--- src/rtl/lsu_writeback_unit.sv ---
// Completion stage for one instruction: ALU results go straight to writeback, while loads and
// stores run a req/gnt/rvalid memory handshake first. Only one instruction is in flight at a time.
module lsu_writeback_unit #(
  parameter int TIMEOUT = 255
) (
  input  logic        clk,
  input  logic        rst_n,
  input  logic        in_valid,
  output logic        in_ready,
  input  logic [6:0]  OPCODE,
  input  logic [2:0]  FUNCT3,
  input  logic [4:0]  RD,
  input  logic [31:0] ALU_RESULT,
  input  logic [31:0] RS2_DATA,
  output logic        mem_req,
  output logic        mem_we,
  output logic [31:0] mem_addr,
  output logic [31:0] mem_wdata,
  output logic [3:0]  mem_wstrb,
  input  logic        mem_gnt,
  input  logic        mem_rvalid,
  input  logic [31:0] mem_rdata,
  output logic        wb_en,
  output logic [4:0]  wb_rd,
  output logic [31:0] wb_data,
  output logic        err
);

  typedef enum logic [2:0] {IDLE, REQ, WAIT, WB, ERR} state_t;

  state_t      state_q, state_d;
  logic        we_q, we_d;
  logic [31:0] addr_q, addr_d, wdata_q, wdata_d, wbd_q, wbd_d;
  logic [3:0]  wstrb_q, wstrb_d;
  logic [2:0]  f3_q, f3_d;
  logic [1:0]  off_q, off_d;
  logic [4:0]  rd_q, rd_d;
  logic [15:0] cnt_q, cnt_d;

  logic        accept, is_alu, is_ld, is_st, aligned, ld_ok, st_ok;
  logic [1:0]  off;
  logic [3:0]  st_strb;
  logic [31:0] st_wdata, ld_data;
  logic [7:0]  ld_byte;
  logic [15:0] ld_half;

  assign accept = in_valid & (state_q == IDLE);
  assign off    = ALU_RESULT[1:0];
  assign is_alu = (OPCODE == 7'b0010011) | (OPCODE == 7'b0110011) |
                  (OPCODE == 7'b0110111) | (OPCODE == 7'b0010111);
  assign is_ld  = (OPCODE == 7'b0000011);
  assign is_st  = (OPCODE == 7'b0100011);

  always_comb begin
    aligned  = 1'b0;
    st_strb  = 4'b0000;
    st_wdata = 32'h0;
    case (FUNCT3[1:0])
      2'b00: begin aligned = 1'b1;        st_strb = 4'b0001 << off; st_wdata = {4{RS2_DATA[7:0]}};  end
      2'b01: begin aligned = ~off[0];     st_strb = 4'b0011 << off; st_wdata = {2{RS2_DATA[15:0]}}; end
      2'b10: begin aligned = (off == 2'b00); st_strb = 4'b1111;     st_wdata = RS2_DATA;             end
      default: ;
    endcase
  end

  assign ld_ok = aligned & (FUNCT3 != 3'b011) & (FUNCT3 != 3'b110) & (FUNCT3 != 3'b111);
  assign st_ok = aligned & ~FUNCT3[2];

  // Lane extraction uses the byte offset saved at accept, since mem_addr is word-aligned.
  assign ld_byte = mem_rdata[8*off_q +: 8];
  assign ld_half = mem_rdata[16*off_q[1] +: 16];
  always_comb begin
    case (f3_q)
      3'b000:  ld_data = {{24{ld_byte[7]}}, ld_byte};
      3'b001:  ld_data = {{16{ld_half[15]}}, ld_half};
      3'b100:  ld_data = {24'h0, ld_byte};
      3'b101:  ld_data = {16'h0, ld_half};
      default: ld_data = mem_rdata;
    endcase
  end

  always_ff @(posedge clk or negedge rst_n) begin
    if (!rst_n) begin
      state_q <= IDLE;
      we_q    <= 1'b0;
      addr_q  <= 32'h0;
      wdata_q <= 32'h0;
      wbd_q   <= 32'h0;
      wstrb_q <= 4'h0;
      f3_q    <= 3'h0;
      off_q   <= 2'h0;
      rd_q    <= 5'h0;
      cnt_q   <= 16'h0;
    end else begin
      state_q <= state_d;
      we_q    <= we_d;
      addr_q  <= addr_d;
      wdata_q <= wdata_d;
      wbd_q   <= wbd_d;
      wstrb_q <= wstrb_d;
      f3_q    <= f3_d;
      off_q   <= off_d;
      rd_q    <= rd_d;
      cnt_q   <= cnt_d;
    end
  end

  always_comb begin
    state_d = state_q;
    case (state_q)
      IDLE: if (accept) begin
        if (is_alu)     state_d = WB;
        else if (is_ld) state_d = ld_ok ? REQ : ERR;
        else if (is_st) state_d = st_ok ? REQ : ERR;
      end
      REQ:  if (mem_gnt) state_d = we_q ? IDLE : WAIT;
      // Data arriving on the expiry cycle takes priority over the timeout.
      WAIT: if (mem_rvalid) state_d = WB;
            else if (cnt_q == 16'(TIMEOUT - 1)) state_d = ERR;
      WB:   state_d = IDLE;
      ERR:  state_d = IDLE;
      default: state_d = IDLE;
    endcase
  end

  always_comb begin
    we_d    = we_q;
    addr_d  = addr_q;
    wdata_d = wdata_q;
    wbd_d   = wbd_q;
    wstrb_d = wstrb_q;
    f3_d    = f3_q;
    off_d   = off_q;
    rd_d    = rd_q;
    cnt_d   = cnt_q;
    case (state_q)
      IDLE: if (accept && (is_alu || is_ld || is_st)) begin
        rd_d = RD;
        f3_d = FUNCT3;
        if (is_alu) wbd_d = ALU_RESULT;
        else begin
          off_d   = off;
          addr_d  = {ALU_RESULT[31:2], 2'b00};
          we_d    = is_st;
          wstrb_d = is_st ? st_strb : 4'h0;
          wdata_d = is_st ? st_wdata : 32'h0;
        end
      end
      REQ:  if (mem_gnt) cnt_d = 16'h0;
      WAIT: if (mem_rvalid) wbd_d = ld_data;
            else cnt_d = cnt_q + 16'h1;
      default: ;
    endcase
  end

  always_comb begin
    in_ready  = (state_q == IDLE);
    mem_req   = (state_q == REQ);
    mem_we    = (state_q == REQ) & we_q;
    mem_wstrb = (state_q == REQ) ? wstrb_q : 4'h0;
    wb_en     = (state_q == WB) & (rd_q != 5'h0);
    err       = (state_q == ERR);
  end

  assign mem_addr  = addr_q;
  assign mem_wdata = wdata_q;
  assign wb_rd     = rd_q;
  assign wb_data   = wbd_q;

endmodule

--- config.mk ---
export PLATFORM = sky130hd
export DESIGN_NAME = lsu_writeback_unit
export DESIGN_NICKNAME = d
export VERILOG_FILES = /design/src/rtl/lsu_writeback_unit.sv
export SDC_FILE = /design/constraint.sdc
export NUM_CORES = 1
export LEC_CHECK = 0
export BUFFER_PORTS_ARGS = -buffer_cell sky130_fd_sc_hd__buf_2
export CORE_MARGIN = 1
export CORE_UTILIZATION = 50
export CTS_CLUSTER_DIAMETER = 60
export DETAILED_ROUTE_END_ITERATION = 10
export MAX_ROUTING_LAYER = met4
export PLACE_DENSITY = 0.8
export REMOVE_ABC_BUFFERS = 1
export SLEW_MARGIN = 20
export SYNTH_ARGS = -nofsm -noshare
export SYNTH_HDL_FRONTEND = slang
export SYNTH_SLANG_ARGS = --single-unit
--- constraint.sdc ---
create_clock -name clk -period 2.9 [get_ports clk]
set_clock_uncertainty 0.05 [all_clocks]
set_input_delay 0.145 -clock clk [delete_from_list [all_inputs] [get_ports clk]]
set_output_delay 0.145 -clock clk [all_outputs]
set_load 0.01 [all_outputs]
==> flow_summary_export.csv, run 1 <==
group,metric,value,unit
die,die_y,115,um
timing,setup_violations,0,
final_layout,antenna_cells,0,
clocking,clock_latency,410,ps
final_layout,area_growth,37.3,%
worst_setup_path,critPathMaxStageDelay,490,ps
final_layout,finalNetCount,1019,
die,core_area,12200,um^2
drt,wl_met3,1620,um
power_and_ir_drop,worst_ir_drop_vdd,0.349,mV
synthesis,netlist_area,6390,um^2
die,die_area,13200,um^2
worst_setup_path,slowest_stage,"dfrtp_1",
placed_design,routabilityCongestion,0.947,
final_layout,n_fill_cell,887,
placed_design,io_buffer_count,223,
global_route,grt_max_degree,57,
drt,dr.pass1.iters,5,
synthesis,ys_warn_count,0,
final_layout,multiInputGateArea,2980,um^2
clocking,cts_tree,"yes",
timing,rsz0062_at_grt,"no",
timing,hold_violations,0,
final_layout,seq_area,3200,um^2
global_route,grt_pass1_wl,30700,um
worst_setup_path,start_kind,"flip-flop",
timing,post-route-min-period,2260,ps
clocking,clkTransAtPathRegs,60,ps
flow_run,drv_cap,0,
final_layout,drive_gt1_share,34.3,%
drt,m1WireLength,7810,um
worst_setup_path,path_cells,"nor3_1 > and3_1 > nand3_1 > buf_4 > a21oi_1 > buf_4 > a22o_1",
drt,ant_nets,0,
drt,wl_per_cell,18.4,um
global_route,grt_pass1_vias,6243,
die,fp-row-count,40,
power_and_ir_drop,cellLeakagePower,4.39,nW
clocking,ctsResizeCount,0,
final_layout,utilization,71.8,%
timing,slew_headroom,52.9,%
worst_setup_path,path_common_cell,"buf_4",
synthesis,synthCells,643,
timing,fin_tns_setup,0,ps
die,start_util,52.3,%
clocking,clock_sinks,128,
synthesis,yosysSeqAreaShare,50.1,%
die,die_x,115,um
global_route,antenna_found_initial,0,
synthesis,synth_cell_type_count,54,
drt,routed.top_layer,"met4",
synthesis,ys.flop_type,"dfrtp_1",
drt,route.met2.wl,9880,um
timing,final-max-slew-violation-count,0,
drt,wirelength,19900,um
worst_setup_path,critPathArrivalTime,2560,ps
timing,timing.fmax,443,MHz
power_and_ir_drop,p_per_area,614,nW/um^2
worst_setup_path,worstPathRequired,3200,ps
synthesis,synthArstFlopShare,100,%
global_route,grt-ovfl-total,0,
clocking,numCtsBuffers,17,
clocking,cts-htree-levels,4,
timing,tightest_slew,705,ps
clocking,clk_path_buf_depth,2,
worst_setup_path,crit_type,"flip-flop to flip-flop",
drt,first_iter_violations,481,
outcome,status,"complete, no violations",
drt,drc,0,
timing,post-route-period-util,77.9,%
drt,via_count,6239,
synthesis,ys_ff_latch,128,
worst_setup_path,crit_fanout,14,
drt,post_drt_via_cell_ratio,5.77,
global_route,grtUsageTotal,31.3,%
placed_design,place_hpwl,13300,um
die,ios,226,
synthesis,syn_area_per_cell,9.93,um^2
synthesis,synth-edff-count,0,
worst_setup_path,crit_path_end_kind,"flip-flop",
worst_hold_path,min_path_type,"primary input to flip-flop",
clocking,clockRootBuffer,"clkbuf_16",
Yosys cell counts, types with 10 or more instances:
library cell    n  share of area [%]
a22oi_1        10                1.2
a22o_1         35                4.8
nor2b_1        14                1.4
dfrtp_1       128                 50
a211oi_1       10                1.2
mux2i_1        12                1.9
a21o_1         10                1.2
nor2_1         39                2.3
a21oi_1        74                5.8
mux2_2         40                7.1
o21ai_0        59                4.6
nand2_1        59                3.5
clkbuf_1       36                2.1
worst paths after layout:
| check | endpoint | depth (start not counted) | startpoint | slack (ps) |
|---|---|---|---|---|
| max | mem_wdata[2] | 7 | state_q[0] | 640 |
| min | mem_wdata[19] | 3 | RS2_DATA[19] | 20 |
| max reg2reg | mem_wdata[2] | 7 | state_q[0] | 640 |
| min reg2reg | wb_data[21] | 2 | wb_data[21] | 430 |
| max in group asynchronous | mem_wdata[23] | 3 | rst_n | 1740 |
| min in group asynchronous | mem_addr[29] | 2 | rst_n | 180 |
placed cells by master (no fill, tap or decap), drive strengths merged, types with 22 or more instances in the layout:
cell / synthesis / final
a21oi: 74 / 74
a22o: 35 / 35
buf: 14 / 235
clkbuf: 36 / 22
dfrtp: 128 / 128
dlygate4sd3: 0 / 53
mux2: 40 / 40
nand2: 59 / 59
nor2: 39 / 39
o21ai: 63 / 63
sequential cells by signal (all words and copies together), names as in the netlist:
name       flops
cnt_q         16
we_q           1
f3_q           3
mem_wdata     32
wb_rd          5
off_q          2
wstrb_q        4
state_q        3
wb_data       32
mem_addr      30
layer usage:
layer / track usage, % / vias to the layer above
met5: - / -
met4: 16.3 / 0
met3: 8.43 / 54
met2: 52.3 / 320
met1: 34.1 / 3017
li1: - / 2848
critical path: cells and delay by family, from the launching register on:
kind	cells	cell delay (ps)
buffers and inverters	2	450
and+or+nand+nor	3	920
DFF	1	490
AOI/OAI and AO/OA	2	280
cells by family (layout without fill, tap and decap cells):
kind of cell               after synthesis  count (layout)  share of synthesized area, %
AOI/OAI and AO/OA                      239             239                          23.7
muxes                                   52              52                          8.93
adders and majority gates                2               2                         0.392
DFF                                    128             128                          50.1
and+or+nand+nor                        156             156                          11.8
xor gates and xnor gates                11              11                          1.51
buffers and inverters                   54             323                          3.45
other                                    1               2                        0.0587
repair_timing:
action                                  4_1_cts  5_1_grt
setup buffers                                 0        0
hold endpoints to repair                     89        0
hold buffers                                 53        0
endpoints found under the setup margin        0        0
final cells by class:
type                            count  share of cell area [%]
Tap cell                          168                    2.40
Timing Repair Buffer              288                    20.0
Sequential cell                   128                    36.5
Clock inverter                      9                    1.50
Inverter                            4                   0.171
Multi-Input combinational cell    462                    33.9
Clock buffer                       22                    5.52
report_power, final:
| part | internal [mW] | total [mW] | switching [mW] |
|---|---|---|---|
| clock network | 1.44 | 2.20 | 0.769 |
| logic | 0.478 | 1.03 | 0.550 |
| registers | 2.01 | 2.15 | 0.144 |
stage by stage:
| stage | setup WS, ps | cells | total power [mW] | hold slack (ps) | area (um^2) |
|---|---|---|---|---|---|
| after floorplan | -131 | 594 | 2.63 | -201 | 6190 |
| after global placement | 721 | 997 | 3.08 | 75.7 | 7620 |
| after detailed placement | 675 | 997 | 3.12 | 80.3 | 7620 |
| after CTS | 655 | 1081 | 5.39 | 0.317 | 8770 |
| after global routing | 488 | 1081 | 5.61 | 4.07 | 8770 |
| final | 640 | 1081 | 5.38 | 16.8 | 8770 |
(Power assumes the default switching activity.)
==> run 2: changes to the inputs <==
==> constraint.sdc (replaced) <==
create_clock -name clk -period 2.18 [get_ports clk]
set_clock_uncertainty 0.05 [all_clocks]
set_input_delay 0.109 -clock clk [delete_from_list [all_inputs] [get_ports clk]]
set_output_delay 0.109 -clock clk [all_outputs]
set_load 0.01 [all_outputs]
==> run 2 against run 1 <==
Net effect:
- utilization grew 2.1 points
- critical path depth is the same
- total power grew 35%
- cell count grew 2.6%
==> flow_summary_export.csv, run 2 (synthesized netlist as in run 1, its figures left out) <==
group,metric,value,unit
clocking,clkTransAtPathRegs,60,ps
flow_run,drv_cap,0,
worst_setup_path,crit_fanout,41,
worst_setup_path,path_cells,"buf_4 > nor3_1 > and3_1 > a22oi_2 > buf_4 > a211oi_1 > a21o_1",
timing,slew_headroom,47.7,%
worst_setup_path,start_kind,"flip-flop",
drt,wirelength,21100,um
outcome,status,"complete, no violations",
global_route,grt-ovfl-total,0,
timing,post-route-min-period,2100,ps
global_route,grt_pass1_wl,33200,um
worst_setup_path,cp_top_family,"simple AND/OR/NAND/NOR gates",
die,die_x,115,um
clocking,clock_sinks,128,
global_route,grt_util_met2,54.5,%
clocking,clockRootBuffer,"clkbuf_16",
drt,dr.pass1.iters,6,
placed_design,post-place-ws,78.1,ps
global_route,antenna_found_initial,2,
drt,ant_nets,0,
placed_design,dpl_cell_area,7720,um^2
clocking,numCtsBuffers,17,
worst_setup_path,critPathMaxStageDelay,380,ps
worst_hold_path,hold_path.startpoint,"mem_rdata[27]",
final_layout,finalNetCount,1044,
timing,post-route-period-util,96.3,%
timing,hold_slack,6.65,ps
power_and_ir_drop,totalPowerFinal,7.27,mW
final_layout,final_cell_mix,"buf_2 (222), dfrtp_1 (128), a21oi_1 (73), dlygate4sd3_1 (68), o21ai_0 (59)",
power_and_ir_drop,p_per_area,805,nW/um^2
timing,fin_tns_setup,0,ps
die,core_area,12200,um^2
worst_setup_path,crit_type,"flip-flop to flip-flop",
power_and_ir_drop,cellLeakagePower,4.50,nW
timing,final-max-slew-violation-count,0,
placed_design,place_hpwl,13400,um
die,die_y,115,um
worst_setup_path,crit_path_end_kind,"flip-flop",
final_layout,utilization,73.9,%
worst_setup_path,worst-path-buf-inv,2,
placed_design,placedCellCount,1007,
global_route,grtUsageMet3,9.38,%
final_layout,n_fill_cell,881,
global_route,grt_max_degree,50,
clocking,clock_latency,420,ps
die,fp-row-count,40,
drt,via_count,6414,
clocking,clk_path_buf_depth,2,
final_layout,fin_area,9030,um^2
final_layout,drive_gt1_share,34.3,%
timing,hold_violations,0,
drt,post_drt_via_cell_ratio,5.78,
worst_hold_path,min_path_type,"primary input to flip-flop",
placed_design,routabilityCongestion,0.887,
worst_setup_path,worstPathRequired,2490,ps
worst_setup_path,critPathArrivalTime,2410,ps
global_route,busiest_layer,"met2",
global_route,grt_pass1_vias,6501,
power_and_ir_drop,worst_ir_drop_vdd,0.426,mV
clocking,cts-htree-levels,4,
worst_setup_path,path_common_cell,"buf_4",
worst_setup_path,cp-startpoint,"state_q[2]",
timing,tightest_slew,783,ps
die,start_util,52.3,%
worst_setup_path,slowest_stage,"dfrtp_1",
global_route,grt_use_met1,39.4,%
final_layout,final_common_cell,"buf_2",
drt,drc,0,
drt,wl_per_cell,19.1,um
timing,timing.fmax,476,MHz
worst_setup_path,rr_startpoint,"state_q[2]",
clocking,cts_tree,"yes",
die,die_area,13200,um^2
final_layout,fin_cells,1109,
final_layout,area_growth,41.4,%
drt,first_iter_violations,563,
global_route,grtUsageTotal,34.3,%
placed_design,io_buffer_count,223,
die,ios,226,
timing,rsz0062_at_grt,"no",
timing,setup_ws,80.9,ps
timing,setup_violations,0,
==> run 2: cell type report <==
class                      count  area, um^2  share of cell area, %
timing repair buffer         313        2000                   22.2
clock buffer                  22         454                   5.03
multi-input combinational    462        2980                   33.0
antenna                        2        5.00                 0.0554
clock inverter                10         160                   1.77
inverter                       4        15.0                  0.166
tap                          168         210                   2.33
sequential                   128        3200                   35.5
==> run 2: worst register-to-register path, delay by kind of cell (launching register included) <==
family	cells	cell delay [ps]
AOI/OAI and AO/OA	3	550
buffers and inverters	2	460
DFF	1	380
and+or+nand+nor	2	600
==> run 2: final timing paths <==
check                               endpoint  slack, ps  cells after the start
worst max-delay path              wb_data[8]         80                      7
worst min-delay path             wb_data[27]          7                      3
worst max register to register    wb_data[8]         80                      7
worst min register to register   wb_data[16]        430                      2
max in group asynchronous        wb_data[20]       1280                      3
min in group asynchronous       mem_addr[29]        160                      2
==> run 2: report_power, final <==
group,switching [mW],internal (mW)
Combinational,0.771,0.666
Sequential,0.192,2.67
Clock,1.03,1.94
Total,2.00,5.27
==> run 2: per-layer routing <==
metal  up-vias  wire length [um]
met5         -                 0
met4         0               928
met3        90              1740
met2       390             10200
met1      3036              8260
li1       2898                 -
==> run 2: repair_timing <==
item	CTS	global route
hold buffers	68	0
hold endpoints to repair	115	0
setup buffers	0	0
endpoints found under the setup margin	0	1
gates resized for setup	0	1
==> run 3: changes to the inputs <==
==> constraint.sdc (replaced) <==
create_clock -name clk -period 2.38 [get_ports clk]
set_clock_uncertainty 0.05 [all_clocks]
set_input_delay 0.119 -clock clk [delete_from_list [all_inputs] [get_ports clk]]
set_output_delay 0.119 -clock clk [all_outputs]
set_load 0.01 [all_outputs]
==> run 3 against run 2 <==
Net effect:
- die area is the same
- utilization fell by 2.1 points
- non-clock buffer count decreased by 12
- cell count decreased by 1.4%
- first-iteration DRC count decreased by 7.5%
- total power is 16% lower
- critical path type unchanged
==> flow_summary_export.csv, run 3 (synthesized netlist as in run 1, its figures left out) <==
group,metric,value,unit
outcome,status,"complete, no violations",
final_layout,fin_area,8770,um^2
drt,wirelength,20000,um
drt,first_iter_violations,521,
global_route,antenna_found_initial,0,
drt,drc,0,
final_layout,area_growth,37.3,%
global_route,grt_pass1_wl,31500,um
global_route,grt-ovfl-total,0,
clocking,numCtsBuffers,17,
final_layout,antenna_cells,0,
clocking,clock_latency,410,ps
timing,setup_ws,193,ps
worst_setup_path,start_kind,"flip-flop",
timing,fin_tns_setup,0,ps
die,fp-row-count,40,
flow_run,drv_cap,0,
power_and_ir_drop,worst_ir_drop_vdd,0.443,mV
placed_design,dpl_cell_area,7660,um^2
final_layout,n_fill_cell,889,
final_layout,final_common_cell,"buf_2",
timing,setup_violations,0,
clocking,clock_sinks,128,
global_route,grtUsageTotal,32.1,%
worst_setup_path,crit_path_end_kind,"flip-flop",
timing,final-max-slew-violation-count,0,
clocking,cts_setup_buffers,0,
clocking,cts_hold_buf,61,
worst_setup_path,worstPathRequired,2670,ps
placed_design,place_hpwl,13600,um
die,die_x,115,um
final_layout,finalNetCount,1032,
timing,slew_headroom,53.6,%
worst_setup_path,crit_fanout,9,
worst_setup_path,slowest_stage,"or4b_1",
timing,timing.fmax,457,MHz
final_layout,utilization,71.8,%
timing,tightest_slew,695,ps
die,die_area,13200,um^2
worst_setup_path,critPathArrivalTime,2470,ps
die,die_y,115,um
worst_setup_path,critPathMaxStageDelay,700,ps
clocking,cts_tree,"yes",
die,core_area,12200,um^2
worst_setup_path,crit_type,"flip-flop to flip-flop",
drt,wl_per_cell,18.3,um
timing,rsz0062_at_grt,"no",
clocking,clk_path_buf_depth,2,
final_layout,final_cell_mix,"buf_2 (222), dfrtp_1 (128), a21oi_1 (74), dlygate4sd3_1 (61), o21ai_0 (59)",
power_and_ir_drop,cellLeakagePower,4.40,nW
placed_design,post-place-ws,218,ps
timing,hold_slack,13.0,ps
timing,post-route-min-period,2190,ps
timing,hold_violations,0,
die,start_util,52.3,%
drt,ant_nets,0,
timing,post-route-period-util,91.9,%
drt,post_drt_via_cell_ratio,5.78,
clocking,clockRootBuffer,"clkbuf_16",
placed_design,io_buffer_count,223,
die,ios,226,
global_route,grt_pass1_vias,6394,
global_route,grt_max_degree,54,
worst_hold_path,min_path_type,"primary input to flip-flop",
power_and_ir_drop,p_per_area,697,nW/um^2
final_layout,drive_gt1_share,33.9,%
power_and_ir_drop,totalPowerFinal,6.11,mW
clocking,clkTransAtPathRegs,50,ps
final_layout,fin_cells,1093,
worst_setup_path,path_cells,"or4b_1 > a211o_1 > or3_1 > a21oi_1",
clocking,cts-htree-levels,4,
placed_design,routabilityCongestion,0.917,
placed_design,placedCellCount,1002,
clocking,ctsResizeCount,0,
drt,dr.pass1.iters,5,
drt,via_count,6320,
run 3: area by class of cell:
cell class	instances	area (um^2)	share of cell area [%]
clock buffer	22	454	5.18
clock inverter	8	42.5	0.485
inverter	4	15.0	0.171
multi-input combinational	462	2980	33.9
sequential	128	3200	36.5
tap	168	210	2.40
timing repair buffer	301	1870	21.3
run 3: critical path: cells and delay by family (launching register included):
| family | cells | cell delay [ps] |
|---|---|---|
| compound gates | 2 | 560 |
| simple gates | 2 | 1070 |
| flops | 1 | 440 |
run 3: report_power, final:
part | switching, mW | internal [mW] | total, mW
logic | 0.685 | 0.600 | 1.29
clock network | 0.884 | 1.33 | 2.21
registers | 0.166 | 2.45 | 2.61
run 3: metal layers:
| layer | share of wire, % | vias up | routed length, um | GRT usage (%) |
|---|---|---|---|---|
| li1 | - | 2873 | - | - |
| met4 | 3.5 | 0 | 708 | 14.5 |
| met3 | 7.0 | 62 | 1400 | 7.64 |
| met1 | 40 | 3051 | 8050 | 36.8 |
| met2 | 49 | 334 | 9870 | 53.4 |
| met5 | 0 | - | 0 | - |
run 3: worst paths after layout:
path	from	to	slack (ps)	depth (start not counted)
min reg2reg	wb_data[29]	wb_data[29]	420	2
min	mem_rdata[20]	wb_data[20]	10	3
max reg2reg	state_q[2]	cnt_q[9]	190	4
max in group asynchronous	rst_n	state_q[0]	1220	3
min in group asynchronous	rst_n	wb_data[29]	210	2
max	state_q[2]	cnt_q[9]	190	4
